**config.mk**
```make
export PLATFORM = sky130hd
export DESIGN_NAME = fetch_unit
export DESIGN_NICKNAME = d
export VERILOG_FILES = /design/src/rtl/fetch_pkg.sv /design/src/rtl/if_id_reg.sv /design/src/rtl/fetch_unit.sv
export SDC_FILE = /design/constraint.sdc
export NUM_CORES = 1
export LEC_CHECK = 0
export BUFFER_PORTS_ARGS = -buffer_cell sky130_fd_sc_hd__buf_4
export CAP_MARGIN = 20
export CORE_MARGIN = 2
export CORE_UTILIZATION = 30
export CTS_BUF_LIST = sky130_fd_sc_hd__clkbuf_16
export CTS_CLUSTER_DIAMETER = 200
export DETAILED_ROUTE_END_ITERATION = 7
export HOLD_SLACK_MARGIN = 0.03
export MAX_ROUTING_LAYER = met4
export PLACE_DENSITY = 0.48
export SLEW_MARGIN = 20
export SYNTH_ARGS = -nofsm -noshare
export SYNTH_HDL_FRONTEND = slang
export SYNTH_SLANG_ARGS = --single-unit
```
**constraint.sdc**
```tcl
create_clock -name clk -period 3.8 [get_ports clk]
set_input_delay 0.76 -clock clk [delete_from_list [all_inputs] [get_ports clk]]
set_output_delay 0.76 -clock clk [all_outputs]
set_load 0.005 [all_outputs]
```
**src/rtl/fetch_pkg.sv**
```systemverilog
// rtl/fetch_pkg.sv - shared types and constants for the instruction fetch unit
package fetch_pkg;

    typedef enum logic [2:0] {
        ST_IDLE,
        ST_FETCH,
        ST_WAIT,
        ST_HOLD,
        ST_DRAIN
    } fetch_state_e;

    localparam int INSTR_BYTES  = 4;
    localparam int OPCODE_WIDTH = 7;

endpackage

```
**src/rtl/if_id_reg.sv**
```systemverilog
// rtl/if_id_reg.sv - IF/ID pipeline register with load and clear
module if_id_reg #(
    parameter int PC_WIDTH = 64
) (
    input  logic                clk,
    input  logic                rst,
    input  logic                load,
    input  logic                clear,
    input  logic [31:0]         instr_in,
    input  logic [PC_WIDTH-1:0] pc_in,
    output logic                valid,
    output logic [31:0]         instr,
    output logic [PC_WIDTH-1:0] pc
);

    logic                valid_q, valid_d;
    logic [31:0]         instr_q, instr_d;
    logic [PC_WIDTH-1:0] pc_q, pc_d;

    // Clear wins over load so a redirect always kills the incoming word.
    always_comb begin
        valid_d = valid_q;
        instr_d = instr_q;
        pc_d    = pc_q;
        if (clear) begin
            valid_d = 1'b0;
        end else if (load) begin
            valid_d = 1'b1;
            instr_d = instr_in;
            pc_d    = pc_in;
        end
    end

    always_ff @(posedge clk) begin
        if (rst) begin
            valid_q <= 1'b0;
            instr_q <= '0;
            pc_q    <= '0;
        end else begin
            valid_q <= valid_d;
            instr_q <= instr_d;
            pc_q    <= pc_d;
        end
    end

    assign valid = valid_q;
    assign instr = instr_q;
    assign pc    = pc_q;

endmodule

```
**src/rtl/fetch_unit.sv**
```systemverilog
// rtl/fetch_unit.sv - single-outstanding instruction fetch FSM feeding the decode stage
module fetch_unit
    import fetch_pkg::*;
#(
    parameter int                     PC_WIDTH = 64,
    parameter logic [PC_WIDTH-1:0]    RESET_PC = '0
) (
    input  logic                    clk,
    input  logic                    rst,
    output logic                    imem_req,
    output logic [PC_WIDTH-1:0]     imem_addr,
    input  logic                    imem_rvalid,
    input  logic [31:0]             imem_rdata,
    input  logic                    redirect_valid,
    input  logic [PC_WIDTH-1:0]     redirect_pc,
    input  logic                    id_ready,
    output logic                    id_valid,
    output logic [31:0]             id_instr,
    output logic [PC_WIDTH-1:0]     id_pc,
    output logic [OPCODE_WIDTH-1:0] id_opcode
);

    fetch_state_e        state_q, state_d;
    logic [PC_WIDTH-1:0] pc_q, pc_d;
    logic                req_q, req_d;
    logic [PC_WIDTH-1:0] addr_q, addr_d;
    logic                id_load, id_clear;

    always_comb begin
        state_d  = state_q;
        pc_d     = pc_q;
        req_d    = 1'b0;
        addr_d   = addr_q;
        id_load  = 1'b0;
        id_clear = 1'b0;

        if (redirect_valid) begin
            pc_d     = redirect_pc & ~PC_WIDTH'(3);
            id_clear = 1'b1;
            unique case (state_q)
                ST_FETCH: state_d = ST_DRAIN;
                ST_WAIT:  state_d = imem_rvalid ? ST_FETCH : ST_DRAIN;
                ST_DRAIN: state_d = ST_DRAIN;
                default:  state_d = ST_FETCH;
            endcase
        end else begin
            unique case (state_q)
                ST_IDLE:  state_d = ST_FETCH;
                ST_FETCH: state_d = ST_WAIT;
                ST_WAIT: begin
                    if (imem_rvalid) begin
                        id_load = 1'b1;
                        pc_d    = pc_q + PC_WIDTH'(INSTR_BYTES);
                        state_d = ST_HOLD;
                    end
                end
                ST_HOLD: begin
                    if (id_ready) begin
                        id_clear = 1'b1;
                        state_d  = ST_FETCH;
                    end
                end
                ST_DRAIN: begin
                    if (imem_rvalid) state_d = ST_FETCH;
                end
                default:  state_d = ST_IDLE;
            endcase
        end

        // The request is registered, so it is raised on entry to FETCH.
        if (state_d == ST_FETCH) begin
            req_d  = 1'b1;
            addr_d = pc_d;
        end
    end

    always_ff @(posedge clk) begin
        if (rst) begin
            state_q <= ST_IDLE;
            pc_q    <= RESET_PC;
            req_q   <= 1'b0;
            addr_q  <= '0;
        end else begin
            state_q <= state_d;
            pc_q    <= pc_d;
            req_q   <= req_d;
            addr_q  <= addr_d;
        end
    end

    if_id_reg #(
        .PC_WIDTH(PC_WIDTH)
    ) u_if_id_reg (
        .clk      (clk),
        .rst      (rst),
        .load     (id_load),
        .clear    (id_clear),
        .instr_in (imem_rdata),
        .pc_in    (pc_q),
        .valid    (id_valid),
        .instr    (id_instr),
        .pc       (id_pc)
    );

    assign imem_req  = req_q;
    assign imem_addr = addr_q;
    assign id_opcode = id_instr[OPCODE_WIDTH-1:0];

endmodule

```
==> results of run 1 <==
[stage by stage]
step	instances	utilization [%]	cell area (um^2)	total power, uW
finish	1900	40.2	13000	5860
global route	1900	40.2	13000	6130
CTS	1900	40.2	13000	5950
detailed placement	1853	37.5	12100	3420
global placement	1853	37.5	12100	3420
floorplan	1218	-	9760	3040
[routing by layer]
metal  vias to the layer above  share of wire [%]  track usage, %
met5                         -                  0               -
met4                         0                2.1            4.99
met3                        44                6.0            3.46
met2                       266                 45            31.6
met1                      4399                 47            26.9
li1                       4701                  -               -
[power by group]
group | internal, uW | switching, uW | leakage [uW]
Clock | 1480 | 1020 | 0.000444
Combinational | 318 | 378 | 0.00269
Sequential | 2530 | 137 | 0.00187
Total | 4330 | 1540 | 0.00501
[layout by cell type, fill, tap and decap left out, types with 3 or more instances in the layout]
| master | n |
|---|---|
| sky130_fd_sc_hd__o21ai_0 | 23 |
| sky130_fd_sc_hd__o31ai_1 | 10 |
| sky130_fd_sc_hd__o41ai_1 | 11 |
| sky130_fd_sc_hd__mux2i_1 | 13 |
| sky130_fd_sc_hd__bufinv_16 | 3 |
| sky130_fd_sc_hd__or3_1 | 7 |
| sky130_fd_sc_hd__and3_1 | 10 |
| sky130_fd_sc_hd__inv_1 | 16 |
| sky130_fd_sc_hd__nor3_1 | 63 |
| sky130_fd_sc_hd__dfxtp_1 | 229 |
| sky130_fd_sc_hd__or4_1 | 3 |
| sky130_fd_sc_hd__and4_1 | 7 |
| sky130_fd_sc_hd__a211oi_1 | 13 |
| sky130_fd_sc_hd__clkinv_2 | 6 |
| sky130_fd_sc_hd__nand4_1 | 26 |
| sky130_fd_sc_hd__xnor2_1 | 30 |
| sky130_fd_sc_hd__buf_4 | 285 |
| sky130_fd_sc_hd__a21oi_1 | 122 |
| sky130_fd_sc_hd__nor2_1 | 100 |
| sky130_fd_sc_hd__o21a_1 | 11 |
| sky130_fd_sc_hd__nor4_1 | 20 |
| sky130_fd_sc_hd__nand3_1 | 71 |
| sky130_fd_sc_hd__xor2_1 | 12 |
| sky130_fd_sc_hd__o31a_1 | 7 |
| sky130_fd_sc_hd__clkbuf_16 | 27 |
| sky130_fd_sc_hd__o211ai_1 | 6 |
| sky130_fd_sc_hd__buf_12 | 3 |
| sky130_fd_sc_hd__nand2b_1 | 10 |
| sky130_fd_sc_hd__nand2_1 | 250 |
| sky130_fd_sc_hd__o211a_1 | 6 |
| sky130_fd_sc_hd__clkinv_1 | 3 |
| sky130_fd_sc_hd__a31oi_1 | 12 |
[worst min path at each step]
stage	slack, ns	endpoint	cells past startpoint
2_1_floorplan	0.44	u_if_id_reg.pc[0]	2
3_3_place_gp	0.44	imem_addr[19]	2
3_5_place_dp	0.45	u_if_id_reg.pc[0]	2
4_1_cts	0.41	state_q[1]	2
5_1_grt	0.45	state_q[1]	2
6_report	0.44	state_q[1]	2
[layout make-up]
type	count	area, um^2	share of cell area (%)
Multi-Input combinational cell	883	4740	36.5
Sequential cell	229	4580	35.4
Clock buffer	27	676	5.21
Timing Repair Buffer	289	2210	17.1
Tap cell	442	553	4.27
Clock inverter	20	165	1.27
Inverter	10	37.5	0.290
[sequential cells by signal, summed over array words and instances, names as in the netlist]
register / flops
u_if_id_reg.instr: 32
pc_q: 64
u_if_id_reg.valid: 1
imem_addr: 64
imem_req: 1
u_if_id_reg.pc: 64
state_q: 3
[cell families (layout without fill, tap and decap cells)]
| family | after synthesis | after routing | synth area share (%) |
|---|---|---|---|
| flops | 229 | 229 | 47.0 |
| buf+inv | 106 | 346 | 4.90 |
| compound gates | 237 | 237 | 15.0 |
| simple gates | 589 | 589 | 27.8 |
| xor+xnor | 42 | 42 | 3.77 |
| fa+ha+maj | 1 | 1 | 0.128 |
| mux | 14 | 14 | 1.45 |
[worst max-delay path, delay by kind of cell, from the launching register on]
kind	cells	cell delay, ns
flip-flops	1	0.44
AND/OR/NAND/NOR	3	1.51
XOR/XNOR	1	0.21
AO/OA/AOI/OAI	1	0.37
adder cells (fa/ha/maj)	1	0.28
==> metrics list, run 1 <==
* Largest net degree at the start of global routing: 81
- The number of setup buffers added after CTS is 0.
* Cell type with the highest aggregate area in the netlist: sky130_fd_sc_hd__dfxtp_1
* Top area cells in the synthesized netlist: sky130_fd_sc_hd__dfxtp_1, sky130_fd_sc_hd__nand2_1, sky130_fd_sc_hd__a21oi_1
- For this run, the leading register cell type out of synthesis is sky130_fd_sc_hd__dfxtp_1.
* Area added between synthesis and finish: 32.9%
- Worst R2R End: imem_addr[40]
- Counting instances in the post-synthesis netlist gives the leading cell types as sky130_fd_sc_hd__nand2_1, sky130_fd_sc_hd__dfxtp_1, sky130_fd_sc_hd__a21oi_1.
- After routing, the total negative slack on setup checks comes to 0 ns.
- In this run the tool buffered the top-level ports with 267 buffer cells.
- The flow ran to the end, and the final reports show no timing, DRC or antenna violations.
* Crit Path Category: reg2reg
- H-tree depth: 1
- Setup slack on the worst reg-to-reg path comes out at 0.88 ns.
* Synth Instances: 1218
* Number of remaining DRC errors: 0
- During I/O placement, the number of pins put on the boundary was 270.
- After layout, the worst path uses 77.0% of the clock period.
* Max Slew Vio Count: 0
- In this run the standard cell core region covers 32300 um^2.
* Max Clk Rate: 0.342 GHz
* Detailed-route vias per instance: 4.95
* Final WL: 34500 um
- For this configuration, the core starts out at a cell density of 30.2%.
- CTS tree: yes
* Number of nets in the finished design: 1542
- The number of endpoints with negative hold slack in the final report came to 0.
* Antenna violation net count after detailed routing: 0
- For this run, the detailed router's first-pass iteration total came to 5.
- The layout has 3414 filler cells.
* Most common cell in the netlist: sky130_fd_sc_hd__nand2_1
* Worst min path class: in2reg
- The tool flagged a number of max-cap violations equal to 0.
- After clock tree synthesis, the flow added hold-fix buffers numbering 0.
- The via count of the first global-routing pass was 8828.
* Peak ir drop on the vdd network: 275 uV
- Leakage power summed over all cells: 0.00501 uW
- STA classifies the critical path startpoint as a register.
* Unrepaired setup endpoints after global routing: no
- Power spread over the standard cell area amounts to 452 nW/um^2.
* Synth async-reset ratio: 0%
- Type of destination of the critical path: register
- Num Clock Sinks: 229
* Total via count after detailed routing: 9410
- Longest Clk Path Bufs: 3
* Synthesized Nets: 1320
* Gr ovfl total: 0
* CP Data Required Time: 4.22 ns
* Synth Area per Inst: 8.01 um^2
* Data arrival time of the critical path: 3.35 ns
* Largest stage delay on the critical path: 0.76 ns
* Area of the die: 34000 um^2
- Number of antenna violations at the first check in global routing: 0
- For this run, the total global-route usage over all layers was measured as 20.1%.
* Netlist cell types: 62
- Wire length of the first global-routing pass: 51900 um
- # diodes: 0
* Yosys synthesis warning count: 0
- The clock reaches the later pin of the worst-skew pair after 0.53 ns.
- HP Start: id_ready
* Average detailed-routed wire length per instance: 18.2 um
- The share of the Yosys chip area taken by registers is 47.0%.
- Row generation in the floorplan step produced 66 rows.
* HPWL Detailed: 23700 um
- Worst-path maximum fanout: 8
* Flip-flop and latch count after synthesis: 229
- On the final layout, the worst clock skew is 0.00869 ns.
* Slowest stage cell, crit path: sky130_fd_sc_hd__or4_2
- Post-synthesis cell area: 9760 um^2
- The worst path meets setup with 0.876 ns of slack.
- Total of endpoints with negative setup slack in the final report: 0
- In this run the critical register-to-register path is launched from pc_q[2].
- Clock-pin slew was measured on the worst setup and hold paths at 0.06 ns.
- Final GP Congestion: 0.815
* Minimum setup slack after placement: 0.758 ns
- The most critical setup path has its endpoint at imem_addr[40].
- The first routing iteration left 496 violations.
- After synthesis, the largest area contributor takes up 47.0% of total cell area.
* Die height: 184 um
- CP cell instances: ha_1 > nand4_4 > or4_2 > nor4_1 > xnor2_1 > a2111oi_2
* Transition time at the pin with the least slew margin: 0.748 ns
- Cells with a size suffix above 1 make up 23.4% of the layout.
- Number of buffers created by CTS: 27
* Critical path startpoint: pc_q[2]
* Clock Tree Root: sky130_fd_sc_hd__clkbuf_16
- Counting I/O delays and the setup requirement, the final critical path takes 2.92 ns.
* Final hold slack: 0.438 ns
- In this run, post-CTS repair resized a total of 0 instances.
- In this run, synthesis inferred 0 flip-flops with an integrated enable.
- Worst slew margin relative to its limit: 49.8%
- Number of cells on the worst reg-to-reg path: 6
- Die width: 184 um
No activity file was read; power rests on OpenSTA's default activity.
==> run 2, diff against run 1 <==
==> constraint.sdc (replaced) <==
create_clock -name clk -period 2.7 [get_ports clk]
set_input_delay 0.54 -clock clk [delete_from_list [all_inputs] [get_ports clk]]
set_output_delay 0.54 -clock clk [all_outputs]
set_load 0.005 [all_outputs]
==> metrics list, run 2 (synthesized netlist as in run 1, its figures left out) <==
- Outcome: complete, no violations (unchanged)
* Total via count after detailed routing: 9523 (was 9410)
- Number of remaining DRC errors: 0 (unchanged)
- Total of endpoints with negative setup slack in the final report: 0 (unchanged)
- Highest-count cells in the layout ignoring fill and taps: sky130_fd_sc_hd__buf_4, sky130_fd_sc_hd__nand2_1, sky130_fd_sc_hd__dfxtp_1 (unchanged)
- The worst max-slew margin expressed relative to the limit was 57.1% (was 49.8%).
- The area enclosed by the die boundary came to 34000 um^2 (unchanged).
- The count of nets after finishing was 1583 (was 1542).
- The number of max-slew violations in the final report is 0 (unchanged).
* Unrepaired setup endpoints after global routing: no (unchanged)
* Leakage power summed over all cells: 0.00522 uW (was 0.00501 uW)
* HPWL Detailed: 24700 um (was 23700 um)
- The sort of element at the end of the critical path is a register (unchanged).
- Clock Tree Root: sky130_fd_sc_hd__clkbuf_16 (unchanged)
- The number of endpoints with negative hold slack in the final report was 0 (unchanged).
* Boundary Pins: 270 (unchanged)
* Detailed-route vias per instance: 4.90 (was 4.95)
* Final critical-path share of the clock period: 93.9% (was 77.0%)
* Final WL: 34800 um (was 34500 um)
- The required time of the worst setup path is 3.10 ns (was 4.22 ns).
- Area added between synthesis and finish: 36.9% (was 32.9%)
- The launching element type of the critical path is a register (unchanged).
- Power per Cell Area: 630 nW/um^2 (was 452 nW/um^2)
- Wire length of the first global-routing pass: 52900 um (was 51900 um)
- Top Family by Delay on Critical Path: simple AND/OR/NAND/NOR gates (unchanged)
- The count of H-tree levels built during CTS was 1 (unchanged).
- Dpl cell area: 12500 um^2 (was 12100 um^2)
- Antenna violation net count after detailed routing: 0 (unchanged)
* Final setup skew: 0.0165 ns (was 0.00869 ns)
- The summed negative setup slack over all endpoints was 0 ns (unchanged).
- The via count of the first global-routing pass was 9146 (was 8828).
* Slowest stage cell, crit path: sky130_fd_sc_hd__or4_4 (was sky130_fd_sc_hd__or4_2)
- Worst min path class: in2reg (unchanged)
- The iteration count of the initial detailed-routing pass came to 5 (unchanged).
- The maximum cell stage delay along the critical path is 0.58 ns (was 0.76 ns).
* All-layer global routing usage: 20.4% (was 20.1%)
* Gr ovfl total: 0 (unchanged)
- The placeable core region came to 32300 um^2 (unchanged).
* Longest Clk Path Bufs: 3 (unchanged)
- Crit Path Category: reg2reg (unchanged)
- The largest net degree at the start of global routing was 94 (was 81).
* CP cell instances: ha_1 > nand4_4 > or4_4 > or4b_4 > o31a_1 > o31ai_2 > o21ai_1 (was ha_1 > nand4_4 > or4_2 > nor4_1 > xnor2_1 > a2111oi_2)
* Quantity of I/O buffers inserted on ports: 267 (unchanged)
- The number of violations reported at the end of detailed-routing iteration 0 came to 579 (was 496).
- The share of cells above drive strength 1 came to 25.8% (was 23.4%).
* Number of antenna violations at the first check in global routing: 0 (unchanged)
- CTS tree: yes (unchanged)
- The max-capacitance violation count came to 0 (unchanged).
* Starting Density: 30.2% (unchanged)
* Most common cell after layout, fill and taps aside: sky130_fd_sc_hd__buf_4 (unchanged)
- Worst-path maximum fanout: 4 (was 8)
* Data arrival time of the critical path: 2.93 ns (was 3.35 ns)
- The count of antenna diodes in the layout was 0 (unchanged).
- Final cell area excluding filler cells: 13400 um^2 (was 13000 um^2)
- The average routed wire per standard cell was 17.9 um (was 18.2 um).
* Die width: 184 um (unchanged)
- The startpoint of the worst setup timing path was pc_q[2] (unchanged).
* Clock input transition at the sequential cells of the worst setup and hold paths: 0.06 ns (about the same)
- Number of buffers created by CTS: 26 (was 27)
- Number of core rows: 66 (unchanged)
- The worst path buffer plus inverter count is 0 (unchanged).
- The minimum clock period is 2.54 ns (was 2.92 ns).
* Peak ir drop on the vdd network: 419 uV (was 275 uV)
* HP Start: id_ready (unchanged)
- Max Clk Rate: 0.394 GHz (was 0.342 GHz)
- Die height: 184 um (unchanged)
- Launch instance of the worst register-to-register path: pc_q[2] (unchanged)
- Fill cells: 3307 (was 3414)
- Clock latency reported for the late side of the worst-skew pair: 0.54 ns (was 0.53 ns)
- The count of clock tree sinks came to 229 (unchanged).
* Transition time at the pin with the least slew margin: 0.643 ns (was 0.748 ns)
- The final RePlAce weighted congestion is 0.859 (was 0.815).
run 2: per-layer routing:
layer	up-vias	global-route usage (%)	part of all wire, %
met4	0	5.41	2.2
met2	299	31.7	44
li1	4783	-	-
met3	47	2.67	5.8
met1	4394	28.0	48
met5	-	-	0
run 2: what timing repair did:
action | in CTS | in global routing
resized for setup | 0 | 1
hold buffers | 0 | 0
setup buffers | 0 | 0
setup endpoints to repair | 0 | 1
run 2: cell type report:
type                            instances  area (um^2)  area share, %
Clock buffer                           27          676           5.06
Timing Repair Buffer                  331         2560           19.2
Tap cell                              442          553           4.14
Inverter                               10         37.5          0.281
Multi-Input combinational cell        883         4740           35.5
Clock inverter                         21          200           1.50
Sequential cell                       229         4580           34.3
run 2: worst paths after layout:
path | cells past startpoint | endpoint | slack (ns)
max reg2reg | 7 | imem_addr[58] | 0.16
min | 2 | state_q[1] | 0.22
max | 7 | imem_addr[58] | 0.16
min reg2reg | 2 | u_if_id_reg.instr[25] | 0.45
run 2: report_power, final:
part           switching [uW]  total (uW)  internal, uW
logic                     574        1070           498
clock network            1440        3630          2190
registers                 163        3730          3560
run 2: per-stage QoR:
step	setup WS (ns)	std cells	hold slack (ns)	power [uW]	util [%]
after floorplan	0.214	1218	0.436	4280	-
after global placement	0.0466	1895	0.443	4870	38.6
after detailed placement	0.103	1895	0.448	4880	38.6
after CTS	0.0423	1943	0.199	8550	41.4
after global routing	0.0117	1943	0.215	8800	41.4
final	0.164	1943	0.215	8420	41.4
